===== src/rtl/rr_req_arbiter_pkg.sv =====
// -----------------------------------------------------------------------------
// arb_pkg
// Shared types, default sizing constants and helpers for rr_req_arbiter.
//   arb_state_t    : arbiter FSM state encoding (IDLE / BUSY)
//   onehot_to_idx  : binary index of a one-hot vector (up to ARB_MAX_WIDTH bits)
// -----------------------------------------------------------------------------
package arb_pkg;

    typedef enum logic {
        IDLE = 1'b0,
        BUSY = 1'b1
    } arb_state_t;

    localparam int ARB_DEFAULT_WIDTH   = 12;
    localparam int ARB_DEFAULT_TIMEOUT = 16;

    // Widest requester vector the index helper accepts. Callers zero-extend
    // their one-hot vector up to this width before calling.
    localparam int ARB_MAX_WIDTH = 256;

    // OR-ing the indices of all set bits yields the index directly when the
    // input is one-hot, and 0 for an all-zero input. This avoids a priority
    // chain in synthesis.
    function automatic int unsigned onehot_to_idx(input logic [ARB_MAX_WIDTH-1:0] oh);
        int unsigned idx;
        idx = 0;
        for (int i = 0; i < ARB_MAX_WIDTH; i++) begin
            if (oh[i]) begin
                idx = idx | unsigned'(i);
            end
        end
        return idx;
    endfunction

endpackage


===== src/rtl/rr_req_arbiter_lsb_onehot_finder.sv =====
// -----------------------------------------------------------------------------
// lsb_onehot_finder
// Combinational lowest-set-bit detector.
//   vec_i    [WIDTH] : input vector
//   onehot_o [WIDTH] : one-hot of the lowest set bit of vec_i, 0 when vec_i==0
// -----------------------------------------------------------------------------
module lsb_onehot_finder #(
    parameter int WIDTH = 4
) (
    input  logic [WIDTH-1:0] vec_i,
    output logic [WIDTH-1:0] onehot_o
);

    // Two's complement isolates the lowest set bit: x & -x.
    assign onehot_o = vec_i & (~vec_i + WIDTH'(1));

endmodule


===== src/rtl/rr_req_arbiter.sv =====
// -----------------------------------------------------------------------------
// rr_req_arbiter
// Round-robin arbiter sharing one downstream resource among WIDTH requesters.
// A registered one-hot grant is held for a whole burst and released when the
// resource accepts a beat flagged last; priority then rotates past the grantee.
//
// Ports:
//   clk_i        : clock
//   srst_i       : synchronous active-high reset
//   req_i        [WIDTH]          : request vector, bit n = requester n
//   ready_i      : resource accepts current beat
//   last_i       : current beat is the final beat of the burst
//   gnt_o        [WIDTH]          : one-hot grant, 0 when idle
//   gnt_valid_o  : a grant is active
//   gnt_id_o     [$clog2(WIDTH)]  : index of granted requester, 0 when idle
//   timeout_o    : one-cycle pulse on forced release
//
// Build option:
//   ARB_TIMEOUT_EN : when defined, a grant stalled (ready_i=0) for
//                    TIMEOUT_CYCLES consecutive cycles is revoked and timeout_o
//                    pulses for one cycle. When undefined, timeout_o is 0 and a
//                    grant may be held indefinitely.
//
// State | Meaning
// ------+-------------------------------------------------------------
// IDLE  | no grant active; any request is granted at the next edge
// BUSY  | grant held until last beat accepted (or stall timeout)
// -----------------------------------------------------------------------------
module rr_req_arbiter
    import arb_pkg::*;
#(
    parameter int WIDTH          = ARB_DEFAULT_WIDTH,
    parameter int TIMEOUT_CYCLES = ARB_DEFAULT_TIMEOUT
) (
    input  logic                     clk_i,
    input  logic                     srst_i,
    input  logic [WIDTH-1:0]         req_i,
    input  logic                     ready_i,
    input  logic                     last_i,
    output logic [WIDTH-1:0]         gnt_o,
    output logic                     gnt_valid_o,
    output logic [$clog2(WIDTH)-1:0] gnt_id_o,
    output logic                     timeout_o
);

    localparam int IDW = $clog2(WIDTH);

    arb_state_t       state_q, state_d;
    logic [WIDTH-1:0] gnt_q, gnt_d;
    logic [IDW-1:0]   gnt_id_q, gnt_id_d;
    logic [IDW-1:0]   ptr_q, ptr_d;

    logic [WIDTH-1:0] above_ptr;
    logic [WIDTH-1:0] req_masked;
    logic [WIDTH-1:0] lsb_masked;
    logic [WIDTH-1:0] lsb_all;
    logic [WIDTH-1:0] win_oh;
    logic [IDW-1:0]   win_idx;
    logic             any_req;
    logic             release_gnt;
    logic             issue_gnt;

    // ---------------------------------------------------------------------
    // Arbitration: requesters strictly above the last grantee win first;
    // if none, wrap around to the lowest requester overall. The grantee
    // itself is only reached through the wrap, i.e. at lowest priority.
    // ---------------------------------------------------------------------
    always_comb begin
        above_ptr = '0;
        for (int i = 0; i < WIDTH; i++) begin
            above_ptr[i] = (i > int'(ptr_q));
        end
    end

    assign req_masked = req_i & above_ptr;
    assign any_req    = |req_i;

    lsb_onehot_finder #(.WIDTH(WIDTH)) u_lsb_masked (
        .vec_i    (req_masked),
        .onehot_o (lsb_masked)
    );

    lsb_onehot_finder #(.WIDTH(WIDTH)) u_lsb_all (
        .vec_i    (req_i),
        .onehot_o (lsb_all)
    );

    assign win_oh  = (|req_masked) ? lsb_masked : lsb_all;
    assign win_idx = IDW'(onehot_to_idx(ARB_MAX_WIDTH'(win_oh)));

    // ---------------------------------------------------------------------
    // Stall timeout (optional)
    // ---------------------------------------------------------------------
`ifdef ARB_TIMEOUT_EN
    localparam int CNT_W = $clog2(TIMEOUT_CYCLES) + 1;

    logic [CNT_W-1:0] stall_q, stall_d;
    logic             timeout_q, timeout_d;
`endif

    // ---------------------------------------------------------------------
    // FSM next-state / outputs
    // ---------------------------------------------------------------------
    always_comb begin
        state_d     = state_q;
        gnt_d       = gnt_q;
        gnt_id_d    = gnt_id_q;
        ptr_d       = ptr_q;
        release_gnt = 1'b0;
        issue_gnt   = 1'b0;
`ifdef ARB_TIMEOUT_EN
        stall_d     = stall_q;
        timeout_d   = 1'b0;
`endif

        case (state_q)
            IDLE: begin
                issue_gnt = any_req;
            end

            BUSY: begin
                if (ready_i) begin
                    release_gnt = last_i;
`ifdef ARB_TIMEOUT_EN
                    stall_d     = '0;
`endif
                end
`ifdef ARB_TIMEOUT_EN
                else if (stall_q == CNT_W'(TIMEOUT_CYCLES - 1)) begin
                    // Forced release behaves exactly like an accepted last beat.
                    release_gnt = 1'b1;
                    timeout_d   = 1'b1;
                    stall_d     = '0;
                end else begin
                    stall_d = stall_q + CNT_W'(1);
                end
`endif

                if (release_gnt) begin
                    if (any_req) begin
                        issue_gnt = 1'b1;
                    end else begin
                        state_d  = IDLE;
                        gnt_d    = '0;
                        gnt_id_d = '0;
                    end
                end
            end

            default: begin
                state_d  = IDLE;
                gnt_d    = '0;
                gnt_id_d = '0;
            end
        endcase

        // ptr moves only when a grant is actually issued.
        if (issue_gnt) begin
            state_d  = BUSY;
            gnt_d    = win_oh;
            gnt_id_d = win_idx;
            ptr_d    = win_idx;
        end
    end

    // ---------------------------------------------------------------------
    // State registers
    // ---------------------------------------------------------------------
    always_ff @(posedge clk_i) begin
        if (srst_i) begin
            state_q  <= IDLE;
            gnt_q    <= '0;
            gnt_id_q <= '0;
            ptr_q    <= IDW'(WIDTH - 1);
        end else begin
            state_q  <= state_d;
            gnt_q    <= gnt_d;
            gnt_id_q <= gnt_id_d;
            ptr_q    <= ptr_d;
        end
    end

`ifdef ARB_TIMEOUT_EN
    always_ff @(posedge clk_i) begin
        if (srst_i) begin
            stall_q   <= '0;
            timeout_q <= 1'b0;
        end else begin
            stall_q   <= stall_d;
            timeout_q <= timeout_d;
        end
    end

    assign timeout_o = timeout_q;
`else
    assign timeout_o = 1'b0;
`endif

    assign gnt_o       = gnt_q;
    assign gnt_id_o    = gnt_id_q;
    assign gnt_valid_o = (state_q == BUSY);

endmodule


===== config.mk =====
export PLATFORM = sky130hd
export DESIGN_NAME = rr_req_arbiter
export DESIGN_NICKNAME = d
export VERILOG_FILES = /design/src/rtl/rr_req_arbiter_pkg.sv /design/src/rtl/rr_req_arbiter_lsb_onehot_finder.sv /design/src/rtl/rr_req_arbiter.sv
export SDC_FILE = /design/constraint.sdc
export NUM_CORES = 1
export LEC_CHECK = 0
export BUFFER_PORTS_ARGS = -buffer_cell sky130_fd_sc_hd__buf_4
export CAP_MARGIN = 20
export CORE_AREA = 3 3 55 62
export CTS_BUF_LIST = sky130_fd_sc_hd__clkbuf_16
export DETAILED_ROUTE_END_ITERATION = 7
export DIE_AREA = 0 0 58 65
export PLACE_DENSITY = 0.84
export SYNTH_ARGS = -nofsm -noshare
export SYNTH_HDL_FRONTEND = slang
export SYNTH_SLANG_ARGS = --single-unit

===== constraint.sdc =====
create_clock -name clk_i -period 5.1 [get_ports clk_i]
set_input_delay 1.275 -clock clk_i [delete_from_list [all_inputs] [get_ports clk_i]]
set_output_delay 1.275 -clock clk_i [all_outputs]
set_load 0.1 [all_outputs]

Word level (Yosys, flattened, before mapping)
Cells that the tools add are included.
- register bits: 21
- bits of input ports: 16
- word-level logic and storage cells: 57
- $add $sub $neg: 2
- order comparisons: 11
- equal/unequal tests: 1
- mux-type cells: 28
- bitwise logic cells: 6
- reductions and logical operators: 5
- operators with widths (kind ; number):
    two-way mux 12 bit ; 5
    AND 12 bit ; 3
    two-way mux 4 bit ; 8
    adder 12 x 1 -> 12 bit (second input constant) ; 2
    NOT 12 bit ; 2
    OR reduction 12 bit ; 2
    greater-than comparator 3 x 4 -> 1 bit (first input constant) ; 4
    greater-than comparator 4 bit (first input constant) ; 4
    two-way mux 3 bit ; 4
    greater-than comparator 2 x 4 -> 1 bit (first input constant) ; 2
    two-way mux 1 bit ; 8
    greater-than comparator 1 x 4 -> 1 bit (first input constant) ; 1
    two-way mux 2 bit ; 2
    nonzero test 2 bit ; 2
    AND reduction 3 bit ; 1
    inequality test 2 x 1 -> 1 bit (second input constant) ; 1
    case mux 1 bit (2 select lines) ; 1
    NOT 1 bit ; 1

Logic depth before layout (Yosys ltp)
Gate-level depths: netlist of the first run.
- word-level depth: 18
- gate-level depth with buffers: 8
- mapped depth without buffers: 6

Modules after synthesis
Synthesis of the first run repeated with hierarchy kept, for this count alone.
- cell total of the unflattened synthesis: 218
- area total of the unflattened synthesis: 1866.8 um^2
- modules (own cells, without submodules) (module ; instances ; cells an instance ; area each (um^2) ; seq. area each (um^2)):
    rr_req_arbiter ; 1 ; 176 ; 1478.9 ; 420.4
    lsb_onehot_finder ; 2 ; 21 ; 193.9 ; 0.0

Least setup slack after synthesis of the first run
No wires, ideal clock.
- path type: input to register
- start: input port req_i[4]
- end: register gnt_q[0] (netlist: gnt_o[0])
- arrival: 3034 ps
- required time: 4969 ps
- setup slack: 1935 ps
- stages: 7
- buffers on the path: 2
- path through: buf_6 or4_4 or4_4 and2_4 buf_2 a32oi_1 nor2_1
- cells in the longest elaborated chain, start to end: 6
- elaborated cells on any way between the ends: 12
- ends and longest elaborated chain (item ; line ; text):
    from (decl) ; rr_req_arbiter.sv:37 ; input logic [WIDTH-1:0] req_i,
    OR reduction 12 bit ; rr_req_arbiter.sv:76 ; assign any_req = |req_i;
    two-way mux 1 bit ; rr_req_arbiter.sv:140 ; if (any_req) begin
    two-way mux 1 bit ; rr_req_arbiter.sv:139 ; if (release_gnt) begin
    case mux 1 bit (2 select lines) ; rr_req_arbiter.sv:116 ; case (state_q)
    inequality test 2 x 1 -> 1 bit (no line) / nonzero test 2 bit (equally long branches) ; - ;
    AND reduction 3 bit (no line) ; - ;
    to (signal assigned) ; rr_req_arbiter.sv:177 ; gnt_q <= gnt_d;
    to (decl) ; rr_req_arbiter.sv:49 ; logic [WIDTH-1:0] gnt_q, gnt_d;
Parallel ways exist; a longest one is shown, timed or not.
A chain may end at the register's enable or synchronous reset.

Final worst setup path of the first run
- start: input port req_i[2]
- end: register gnt_id_q[2] (netlist: gnt_id_o[2])
- cells in the longest elaborated chain, start to end: 14
- elaborated cells on any way between the ends: 26
- ends and longest elaborated chain (item ; line ; text):
    AND 12 bit ; rr_req_arbiter.sv:75 ; assign req_masked = req_i & above_ptr;
    NOT 12 bit ; rr_req_arbiter_lsb_onehot_finder.sv:15 ; assign onehot_o = vec_i & (~vec_i + WIDTH'(1));
    adder 12 x 1 -> 12 bit ; rr_req_arbiter_lsb_onehot_finder.sv:15 ;
    AND 12 bit ; rr_req_arbiter_lsb_onehot_finder.sv:15 ;
    two-way mux 12 bit ; rr_req_arbiter.sv:88 ; assign win_oh = (|req_masked) ? lsb_masked : lsb_all;
    two-way mux 3 bit (4 in a row) ; rr_req_arbiter_pkg.sv:28 ; if (oh[i]) begin
    two-way mux 4 bit (4 in a row) ; rr_req_arbiter_pkg.sv:28 ;
    two-way mux 4 bit ; rr_req_arbiter.sv:158 ; if (issue_gnt) begin
    to (signal assigned) ; rr_req_arbiter.sv:178 ; gnt_id_q <= gnt_id_d;
    to (decl) ; rr_req_arbiter.sv:50 ; logic [IDW-1:0] gnt_id_q, gnt_id_d;
Parallel ways exist; a longest one is shown, timed or not.

==> results of run 1 <==
power by group through the flow:
stage | registers, W | clock network, W | logic, W
final | 0.000220 | 0.000158 | 0.000330
after global routing | 0.000224 | 0.000170 | 0.000352
after CTS | 0.000219 | 0.000161 | 0.000327
after detailed placement | 0.000223 | 0 | 0.000326
after global placement | 0.000223 | 0 | 0.000322
after floorplan | 0.000305 | 0 | 0.000169
cells in the mapped netlist, drive strengths merged, types with 4 or more instances:
library cell	instances
a32oi	4
dfxtp	21
nand2b	7
a311oi	4
nand2	20
nor3	9
nor2	23
a21oi	13
buf	6
clkbuf	5
o21ai	18
per-layer routing:
layer | share of wire | vias to the layer above | wire length, um | GRT usage
li1 | - | 750 | - | -
met1 | 0.43 | 697 | 1653 | 0.2817
met2 | 0.49 | 78 | 1851 | 0.3475
met3 | 0.077 | 2 | 292 | 0.03785
met4 | 0.0047 | 0 | 18 | 0.05217
met5 | 0 | - | 0 | 0
cell type report:
type,instances,area share
repair buffers,32,0.1402
clock inverters,1,0.002191
well taps,33,0.02411
multi-input cells,149,0.5376
clock buffers,3,0.04383
inverters,3,0.006574
flip-flops and latches,21,0.2454
sequential cells by signal, indices dropped and copies added (netlist names):
name and count:
gnt_id_o 4, gnt_o 12, gnt_valid_o 1, ptr_q 4
metrics by stage:
stage	hold WS, ns	utilization	cells	total power, W	cell area (um^2)
final	0.4551	0.6112	242	0.0007079	1713
after floorplan	0.5314	-	184	0.0004746	1416
after CTS	0.4600	0.6112	242	0.0007072	1713
after global routing	0.5013	0.6112	242	0.0007454	1713
after global placement	0.4407	0.5830	238	0.0005453	1634
after detailed placement	0.4494	0.5830	238	0.0005487	1634
logic make-up after synthesis:
logic type / count (synthesis) / share of synthesized area
buffers and inverters: 14 / 0.05300
DFF: 21 / 0.2968
other: 1 / 0.002648
AOI/OAI and AO/OA: 68 / 0.3507
and+or+nand+nor: 80 / 0.2968
layout by cell type, fill, tap and decap left out, types with 3 or more instances in the layout:
master                      synthesis  final
sky130_fd_sc_hd__nand2_1           18     18
sky130_fd_sc_hd__a311oi_2           3      3
sky130_fd_sc_hd__a32oi_1            4      4
sky130_fd_sc_hd__nor3_1             8      8
sky130_fd_sc_hd__nand2b_1           7      7
sky130_fd_sc_hd__inv_1              3      4
sky130_fd_sc_hd__clkbuf_16          0      3
sky130_fd_sc_hd__buf_4              1     32
sky130_fd_sc_hd__a21oi_1           13     13
sky130_fd_sc_hd__o21ai_0           17     17
sky130_fd_sc_hd__a31oi_1            3      3
sky130_fd_sc_hd__nor2_1            23     23
sky130_fd_sc_hd__o31ai_1            3      3
sky130_fd_sc_hd__or4_4              3      3
sky130_fd_sc_hd__dfxtp_1           21     21
critical path: cells and delay by family:
| kind | cells | cell delay (ns) |
|---|---|---|
| compound gates | 2 | 0.52 |
| buf+inv | 1 | 0.14 |
| simple gates | 3 | 1.44 |
worst max-delay path by stage:
| stage | start | endpoint | slack, ns | cells past startpoint |
|---|---|---|---|---|
| finish | req_i[2] | gnt_id_o[2] | 1.92 | 6 |
| detailed placement | req_i[2] | gnt_id_o[3] | 1.69 | 7 |
| CTS | req_i[2] | gnt_id_o[3] | 1.94 | 7 |
| global placement | req_i[2] | gnt_id_o[2] | 1.73 | 6 |
| global route | req_i[2] | gnt_o[7] | 1.80 | 7 |
| floorplan | req_i[4] | gnt_o[0] | 1.94 | 7 |
==> results.yml, run 1 <==
placement:
  pre_cts_ws_ns: 1.686
  hpwlAfterDp_um: 2893
  buffer_ports.inserted: 32
  gp_congestion: 0.9772
clock_network:
  cts-hold-fix-buffers: 0
  cts_tree: "done"
  cts_buffer_depth: 2
  clockRootBuffer: "sky130_fd_sc_hd__clkbuf_16"
  post_cts_resize_count: 0
  cts_max_level: 1
  postCtsSetupBuffers: 0
  cts-buffers-inserted: 3
  clkTransAtPathRegs_ns: 0.05
  clock_insertion_delay_worst_skew_ns: 0.25
  numClockSinks: 21
drt:
  drt_pass_1_iters: 4
  drtAntennaViolNets: 0
  viasPerCell: 6.310
  wirelength_um: 3816
  total_via_count_after_detailed_routing: 1527
  drt_drc_violations_left: 0
  initialDrtViolationCount: 78
  wl_per_cell_um: 15.77
grt:
  maximum_number_of_pins_on_one_net_before_global_route_repair: 19
  grt_pass1_vias: 1381
  antenna_violations_before_repair: 0
  grt_first_pass_wirelength_um: 6348
  grt_remaining_overflow: 0
  globalRouteTotalUtil: 0.2110
flow_run:
  max_cap_violations: 0
critical_path:
  critPathSlowestCell: "sky130_fd_sc_hd__or4_4"
  cp-start-kind: "input port"
  r2r_start: "ptr_q[1]"
  cp_common_cell: "sky130_fd_sc_hd__or4_4"
  worst-path-max-fanout: 13
  timing.setup.critical_path_class: "input port to flop"
  timing.critical_path.required_ns: 5.29
  cp-end-kind: "flop"
  r2r.worst_path.cells: 6
  max_stage_delay_ns: 0.57
  critical_path.cell_chain: "buf_4 -> or4_4 -> or4_4 -> o21ai_4 -> and2b_1 -> a22o_1"
  regToRegEndpoint: "gnt_id_o[2]"
  cp_data_arrival_time_ns: 3.37
  rrSetupSlack_ns: 2.45
synthesis:
  netlist_instances: 184
  post_synth_instance_area_um2: 1416
  postSynthNetCount: 200
  register_bit_total_from_synthesis: 21
  netlist-cell-type-count: 50
  synth-edff-count: 0
  synth_top_area_cell: "sky130_fd_sc_hd__dfxtp_1"
  yosysTopAreaCellShare: 0.2968
  yosysWarningCount: 0
  synth_sequential_area_ratio: 0.2968
  synth-main-ff-cell: "sky130_fd_sc_hd__dfxtp_1"
  post_synth_main_area_contributors: "sky130_fd_sc_hd__dfxtp_1 (30%), sky130_fd_sc_hd__nor2_1 (6.1%), sky130_fd_sc_hd__o21ai_0 (6.0%)"
  async_reset_ff_frac: 0
  postSynthAreaPerCell_um2: 7.698
floorplanning:
  die-width_um: 58
  floorplan.die.height_um: 65
  row_count: 20
  floorplan.io_pins: 34
  fp.dieArea_um2: 3770
  fp.coreArea_um2: 2803
  initial_core_util: 0.5054
min_path:
  timing.hold.worst.start: "gnt_o[6]"
  hold_path_depth: 2
  hold_class: "flop to flop"
  timing.hold.worst_endpoint: "gnt_o[6]"
timing:
  final_critical_path_setup_slack_ns: 1.921
  grt_setup_unrepaired: "false"
  clock_skew_ns: 0.001433
  aggregate_negative_setup_slack_ns: 0
  post-route-min-period_ns: 3.179
  fmax_mhz: 314.6
  final.period_utilization: 0.6233
  setup-violations-final: 0
  final-hold-violation-count: 0
  slew_headroom: 0.5163
  tightest_slew_ns: 0.7164
  slew_violations: 0
layout:
  multiInputGateArea_um2: 920.9
  syn2layout_area_growth_pct: 20.94
  drive_above_1_share: 0.2249
  fillCellCount: 264
  design.final.nets: 226
  ff_latch_area_um2: 420.4
  n_antenna_cell: 0
power:
  cellPowerDensity_nw_per_um2: 413.3
  clock_power_share: 0.224
  max-vdd-ir-drop_uv: 325.8
  p_int_w: 0.0003830
  switching_power_w: 0.0003249
  sw_frac_of_total: 0.4590
  pwr-share-comb: 0.466
  total_leakage_power_nw: 0.6759
  pwr-share-seq: 0.310
outcome:
  status: "completed"
(Power assumes the default switching activity.)
==> inputs of run 2 (changes only) <==
--- a/config.mk
+++ b/config.mk
@@ -5,12 +5,13 @@
 export SDC_FILE = /design/constraint.sdc
 export NUM_CORES = 1
 export LEC_CHECK = 0
+export ABC_AREA = 1
 export BUFFER_PORTS_ARGS = -buffer_cell sky130_fd_sc_hd__buf_4
 export CAP_MARGIN = 20
-export CORE_AREA = 3 3 55 62
+export CORE_AREA = 3 3 53 60
 export CTS_BUF_LIST = sky130_fd_sc_hd__clkbuf_16
 export DETAILED_ROUTE_END_ITERATION = 7
-export DIE_AREA = 0 0 58 65
+export DIE_AREA = 0 0 56 63
 export PLACE_DENSITY = 0.84
 export SYNTH_ARGS = -nofsm -noshare
 export SYNTH_HDL_FRONTEND = slang
==> constraint.sdc (replaced) <==
create_clock -name clk_i -period 3.3 [get_ports clk_i]
set_input_delay 0.825 -clock clk_i [delete_from_list [all_inputs] [get_ports clk_i]]
set_output_delay 0.825 -clock clk_i [all_outputs]
set_load 0.1 [all_outputs]
==> run 2 against run 1 <==
  * Final cell count is 14% higher
  * Combinational power is 26% higher
  * Core utilization is 0.65 points lower
  * Via count is 2.7% lower
  * Setup slack worse by 0.93 ns
  * Sequential power is 41% higher
  * Register-to-register slack worse by 1.2 ns
  * Clock power is 61% higher
  * Synthesized cell count is 16% higher
  * Clock skew is 0.0021 ns higher
  * Sequential cell count stayed put
  * Critical path depth is 3 higher
  * Largest power group unchanged
  * Highest routed layer unchanged
==> results.yml, run 2 <==
timing:
  slew_violations: 0
  post-route-min-period_ns: 2.310
  slew_headroom: 0.5745
  fmax_mhz: 432.9
  aggregate_negative_setup_slack_ns: 0
  clock_skew_ns: 0.003545
  final.period_utilization: 0.7001
  tightest_slew_ns: 0.6381
  grt_setup_unrepaired: "false"
  final-hold-violation-count: 0
  setup-violations-final: 0
drt:
  route.top_layer_used: "met4"
  viasPerCell: 5.365
  total_via_count_after_detailed_routing: 1486
  drtAntennaViolNets: 0
  wirelength_um: 3398
  met2_length_um: 1674
  drt_drc_violations_left: 0
  route.layer.met1.wl_um: 1489
  initialDrtViolationCount: 61
  wl_per_cell_um: 12.27
  drt_pass_1_iters: 4
  met3RoutedLength_um: 190
layout:
  syn2layout_area_growth_pct: 24.62
  final_cell_mix: "sky130_fd_sc_hd__nand2_1 (67), sky130_fd_sc_hd__buf_4 (32), sky130_fd_sc_hd__nor2_1 (28)"
  leading_cell_type_in_the_layout_fill_and_taps_excluded: "sky130_fd_sc_hd__nand2_1"
  largest_register_ff_count: 12
  design.final.nets: 261
  fillCellCount: 270
  finish.utilization: 0.6046
  final_cells: 277
  drive_above_1_share: 0.2049
  n_antenna_cell: 0
  multiInputGateArea_um2: 769.5
  postLayoutCellArea_um2: 1634
  ff_latch_area_um2: 420.4
floorplanning:
  floorplan.die.height_um: 63
  fp.dieArea_um2: 3528
  initial_core_util: 0.4852
  die-width_um: 56
  floorplan.io_pins: 34
  row_count: 20
  fp.coreArea_um2: 2703
synthesis:
  yosysWarningCount: 0
  register_bit_total_from_synthesis: 21
  postSynthAreaPerCell_um2: 6.127
  synth-main-ff-cell: "sky130_fd_sc_hd__dfxtp_1"
  synth-edff-count: 0
  netlist_instances: 214
  synth_sequential_area_ratio: 0.3206
  post_synth_main_area_contributors: "sky130_fd_sc_hd__dfxtp_1 (32%), sky130_fd_sc_hd__nand2_1 (19%), sky130_fd_sc_hd__nor2_1 (8.0%)"
  synth_common_cells: "sky130_fd_sc_hd__nand2_1 (67), sky130_fd_sc_hd__nor2_1 (28), sky130_fd_sc_hd__dfxtp_1 (21), sky130_fd_sc_hd__a21oi_1 (20), sky130_fd_sc_hd__inv_1 (20)"
  synth_top_area_cell: "sky130_fd_sc_hd__dfxtp_1"
  netlist-cell-type-count: 25
  postSynthNetCount: 230
  yosysTopAreaCellShare: 0.3206
  post_synth_instance_area_um2: 1311
  async_reset_ff_frac: 0
  most_numerous_cell_in_the_yosys_netlist: "sky130_fd_sc_hd__nand2_1"
clock_network:
  numClockSinks: 21
  postCtsSetupBuffers: 0
  cts_buffer_depth: 2
  cts-hold-fix-buffers: 0
  cts-buffers-inserted: 3
  clock_insertion_delay_worst_skew_ns: 0.25
  cts_max_level: 1
  clkTransAtPathRegs_ns: 0.05
  clockRootBuffer: "sky130_fd_sc_hd__clkbuf_16"
  cts_tree: "done"
  post_cts_resize_count: 0
grt:
  grt_first_pass_wirelength_um: 5789
  maximum_number_of_pins_on_one_net_before_global_route_repair: 20
  grt_pass1_vias: 1366
  antenna_violations_before_repair: 0
  grt_remaining_overflow: 0
  globalRouteTotalUtil: 0.1995
min_path:
  hold_class: "flop to flop"
  timing.hold.worst_endpoint: "gnt_o[6]"
  hold_path_depth: 2
  timing.hold.worst.start: "gnt_o[6]"
power:
  max-vdd-ir-drop_uv: 464.3
  cellPowerDensity_nw_per_um2: 600.3
  p_total_w: 0.0009809
  total_leakage_power_nw: 0.8066
critical_path:
  timing.critical_path.required_ns: 3.45
  cp-end-kind: "flop"
  cp_data_arrival_time_ns: 2.46
  rrSetupSlack_ns: 1.24
  cp_top_family: "simple AND/OR/NAND/NOR gates"
  r2r.worst_path.cells: 12
  cp-start-kind: "input port"
  cp_common_cell: "sky130_fd_sc_hd__nor2_1"
  critical_path.cell_chain: "buf_4 -> nor2_1 -> nand3_1 -> nor2_1 -> nand3_1 -> o21ai_2 -> inv_1 -> o21ai_0 -> nor2_1"
  cp_num_buf_inv: 2
  timing.setup.critical_path_class: "input port to flop"
  r2r_start: "ptr_q[1]"
  regToRegEndpoint: "gnt_id_o[3]"
  worst-path-max-fanout: 17
  critPathSlowestCell: "sky130_fd_sc_hd__o21ai_2"
  max_stage_delay_ns: 0.54
flow_run:
  max_cap_violations: 0
placement:
  hpwlAfterDp_um: 2555
  gp_congestion: 0.9070
  buffer_ports.inserted: 32
  dp_cells: 273
  placedInstanceArea_um2: 1554
outcome:
  status: "completed"
==> run 2: cell count changes after synthesis, sizes merged, moves of 7 or more <==
| cell | before | now |
|---|---|---|
| nor2 | 23 | 34 |
| inv | 3 | 22 |
| o21ai | 18 | 7 |
| a21oi | 13 | 21 |
| nand2 | 20 | 69 |
| nand4 | 1 | 9 |
| nand3 | 2 | 16 |
| nand2b | 7 | 0 |
==> run 2: power by group <==
part / switching [W] / internal [W] / leakage (nW)
Clock: 0.0000911 / 0.000163 / 0.0409
Sequential: 0.0000298 / 0.000281 / 0.172
Combinational: 0.000310 / 0.000106 / 0.594
Total: 0.000431 / 0.000550 / 0.807
==> run 2: per-stage QoR <==
| step | setup slack, ns | hold WS, ns |
|---|---|---|
| after detailed placement | 0.7518 | 0.4587 |
| after global placement | 0.8538 | 0.4591 |
| after global routing | 0.7328 | 0.4964 |
| after CTS | 1.006 | 0.4716 |
| final | 0.9898 | 0.4687 |
| after floorplan | 1.240 | 0.5052 |
==> run 2: how the worst max path moves through the flow <==
stage | from | end | slack (ns) | cells after the start
after floorplan | req_i[1] | gnt_id_o[0] | 1.24 | 8
after global placement | req_i[1] | gnt_id_o[3] | 0.85 | 9
after detailed placement | req_i[1] | gnt_id_o[3] | 0.75 | 9
after CTS | req_i[1] | gnt_id_o[3] | 1.01 | 9
after global routing | req_i[1] | gnt_id_o[3] | 0.73 | 9
final | req_i[1] | gnt_id_o[3] | 0.99 | 9
==> run 2: logic make-up after synthesis <==
group / count (synthesis) / synth area share
buffers and inverters: 28 / 0.09255
other: 1 / 0.002860
AO/OA/AOI/OAI: 29 / 0.1202
flip-flops: 21 / 0.3206
AND/OR/NAND/NOR: 135 / 0.4637
==> run 2: layout make-up <==
cell class	instances	area share
clock buffer	3	0.04594
multi-input combinational	165	0.4709
timing repair buffer	32	0.1470
clock inverter	1	0.003063
inverter	22	0.05054
tap	33	0.02527
sequential	21	0.2573
==> run 2: metal layers <==
layer	vias up	global-route usage
met4	0	0.07122
li1	749	-
met1	674	0.2525
met5	-	0
met3	5	0.02686
met2	58	0.3421
==> run 2: tightest hold or removal path, cell delays in order (launching register included) <==
cell                      delay (ns)
sky130_fd_sc_hd__dfxtp_1        0.31
sky130_fd_sc_hd__nand2_1        0.06
sky130_fd_sc_hd__a21oi_1        0.05
==> inputs of run 3 (changes only) <==
==> constraint.sdc (replaced) <==
create_clock -name clk_i -period 2.4 [get_ports clk_i]
set_input_delay 0.6 -clock clk_i [delete_from_list [all_inputs] [get_ports clk_i]]
set_output_delay 0.6 -clock clk_i [all_outputs]
set_load 0.1 [all_outputs]
==> run 3 against run 2 <==
  * Die area did not move
  * Power increased by 38%
  * Wire length fell by 3.1%
  * Clock power rose by 38%
  * Highest routed layer unchanged
  * Sequential power rose by 36%
  * Core utilization up 0.28 points
  * Global-route usage down 0.55 points
  * Non-clock buffer count rose by 1
==> results.yml, run 3 (synthesis results as in run 2) <==
critical_path:
  cp_data_arrival_time_ns: 2.22
  worst-path-max-fanout: 14
  timing.critical_path.required_ns: 2.58
  cp-start-kind: "flop"
  cp-end-kind: "flop"
  timing.setup.critical_path_class: "flop to flop"
power:
  pwr-share-seq: 0.314
  total_leakage_power_nw: 0.8116
  switching_power_w: 0.0005917
  pwr-share-comb: 0.425
  max-vdd-ir-drop_uv: 501.2
  clock_power_share: 0.261
  cellPowerDensity_nw_per_um2: 821.7
  sw_frac_of_total: 0.4387
  p_int_w: 0.0007571
  p_total_w: 0.001349
clock_network:
  post_cts_resize_count: 0
  clockRootBuffer: "sky130_fd_sc_hd__clkbuf_16"
  cts_tree: "done"
  postCtsSetupBuffers: 0
  clock_insertion_delay_worst_skew_ns: 0.25
  cts-hold-fix-buffers: 0
  cts_buffer_depth: 2
  clkTransAtPathRegs_ns: 0.06
  cts_max_level: 1
  cts-buffers-inserted: 3
  numClockSinks: 21
layout:
  final_cell_mix: "sky130_fd_sc_hd__nand2_1 (67), sky130_fd_sc_hd__buf_4 (33), sky130_fd_sc_hd__nor2_1 (28)"
  drive_above_1_share: 0.2082
  n_antenna_cell: 0
  syn2layout_area_growth_pct: 25.19
  leading_cell_type_in_the_layout_fill_and_taps_excluded: "sky130_fd_sc_hd__nand2_1"
  largest_register_ff_count: 12
  design.final.nets: 262
drt:
  drt_pass_1_iters: 4
  wirelength_um: 3293
  viasPerCell: 5.360
  drtAntennaViolNets: 0
  drt_drc_violations_left: 0
  wl_per_cell_um: 11.85
  total_via_count_after_detailed_routing: 1490
  initialDrtViolationCount: 63
timing:
  grt_setup_unrepaired: "false"
  aggregate_negative_setup_slack_ns: 0
  final-hold-violation-count: 0
  fmax_mhz: 490.5
  final.period_utilization: 0.8494
  hold_slack_ns: 0.4640
  final_critical_path_setup_slack_ns: 0.3614
  slew_violations: 0
  post-route-min-period_ns: 2.039
  clock_skew_ns: 0.001901
  setup-violations-final: 0
placement:
  buffer_ports.inserted: 32
  hpwlAfterDp_um: 2497
  pre_cts_ws_ns: 0.1395
  gp_congestion: 0.9262
min_path:
  hold_class: "flop to flop"
grt:
  grt_pass1_vias: 1302
  globalRouteTotalUtil: 0.1940
  grt_remaining_overflow: 0
  antenna_violations_before_repair: 0
  maximum_number_of_pins_on_one_net_before_global_route_repair: 20
  grt_first_pass_wirelength_um: 5582
floorplanning:
  fp.dieArea_um2: 3528
  fp.coreArea_um2: 2703
  row_count: 20
  floorplan.die.height_um: 63
  floorplan.io_pins: 34
  initial_core_util: 0.4852
  die-width_um: 56
flow_run:
  max_cap_violations: 0
outcome:
  status: "completed"
[run 3: cell types whose count changed in the layout (fill, tap and decap cells not counted)]
| cell | previous run | this run |
|---|---|---|
| sky130_fd_sc_hd__buf_4 | 32 | 33 |
[run 3: path summary, 6_finish.rpt]
check / from / end / slack (ns) / cells past startpoint
max: ptr_q[1] / ptr_q[2] / 0.36 / 12
min: gnt_o[1] / gnt_o[1] / 0.46 / 2
max reg2reg: ptr_q[1] / ptr_q[2] / 0.36 / 12
min reg2reg: gnt_o[1] / gnt_o[1] / 0.46 / 2
[run 3: per-layer routing]
layer / global-route usage / vias to the layer above / routed length (um)
met4: 0.08605 / 0 / 68
met2: 0.3129 / 72 / 1593
met3: 0.03719 / 11 / 219
met1: 0.2484 / 654 / 1412
li1: - / 753 / -
met5: 0 / - / 0
[run 3: area by class of cell]
cell class	count	area (um^2)
clock buffers	3	75.07
clock inverters	1	5.005
fillers	278	1061
inverters	22	82.58
multi-input cells	165	769.5
flip-flops and latches	21	420.4
well taps	33	41.29
repair buffers	33	247.7
[run 3: worst max-delay path, cell delays in order (launching register included)]
cell,delay [ns]
sky130_fd_sc_hd__dfxtp_1,0.45
sky130_fd_sc_hd__nand2_1,0.18
sky130_fd_sc_hd__nand3_1,0.15
sky130_fd_sc_hd__nand2_1,0.10
sky130_fd_sc_hd__nor2_4,0.30
sky130_fd_sc_hd__nand2_2,0.12
sky130_fd_sc_hd__nor2_2,0.15
sky130_fd_sc_hd__nand2_1,0.08
sky130_fd_sc_hd__nand2_1,0.09
sky130_fd_sc_hd__nor2_1,0.05
sky130_fd_sc_hd__nand2_1,0.05
sky130_fd_sc_hd__nand2_1,0.09
sky130_fd_sc_hd__a21oi_1,0.17
[run 3: stage by stage]
step,cells,utilization,area [um^2]
after floorplan,214,-,1311
after global placement,274,0.5778,1562
after detailed placement,274,0.5778,1562
after CTS,278,0.6074,1642
after global routing,278,0.6074,1642
final,278,0.6074,1642
[run 3: power groups by stage]
stage	registers, W	logic (W)	clock network (W)
3_5_place_dp	0.000430	0.000564	0
6_report	0.000424	0.000573	0.000351
4_1_cts	0.000423	0.000569	0.000356
2_1_floorplan	0.000597	0.000281	0
3_3_place_gp	0.000430	0.000560	0
5_1_grt	0.000430	0.000617	0.000371
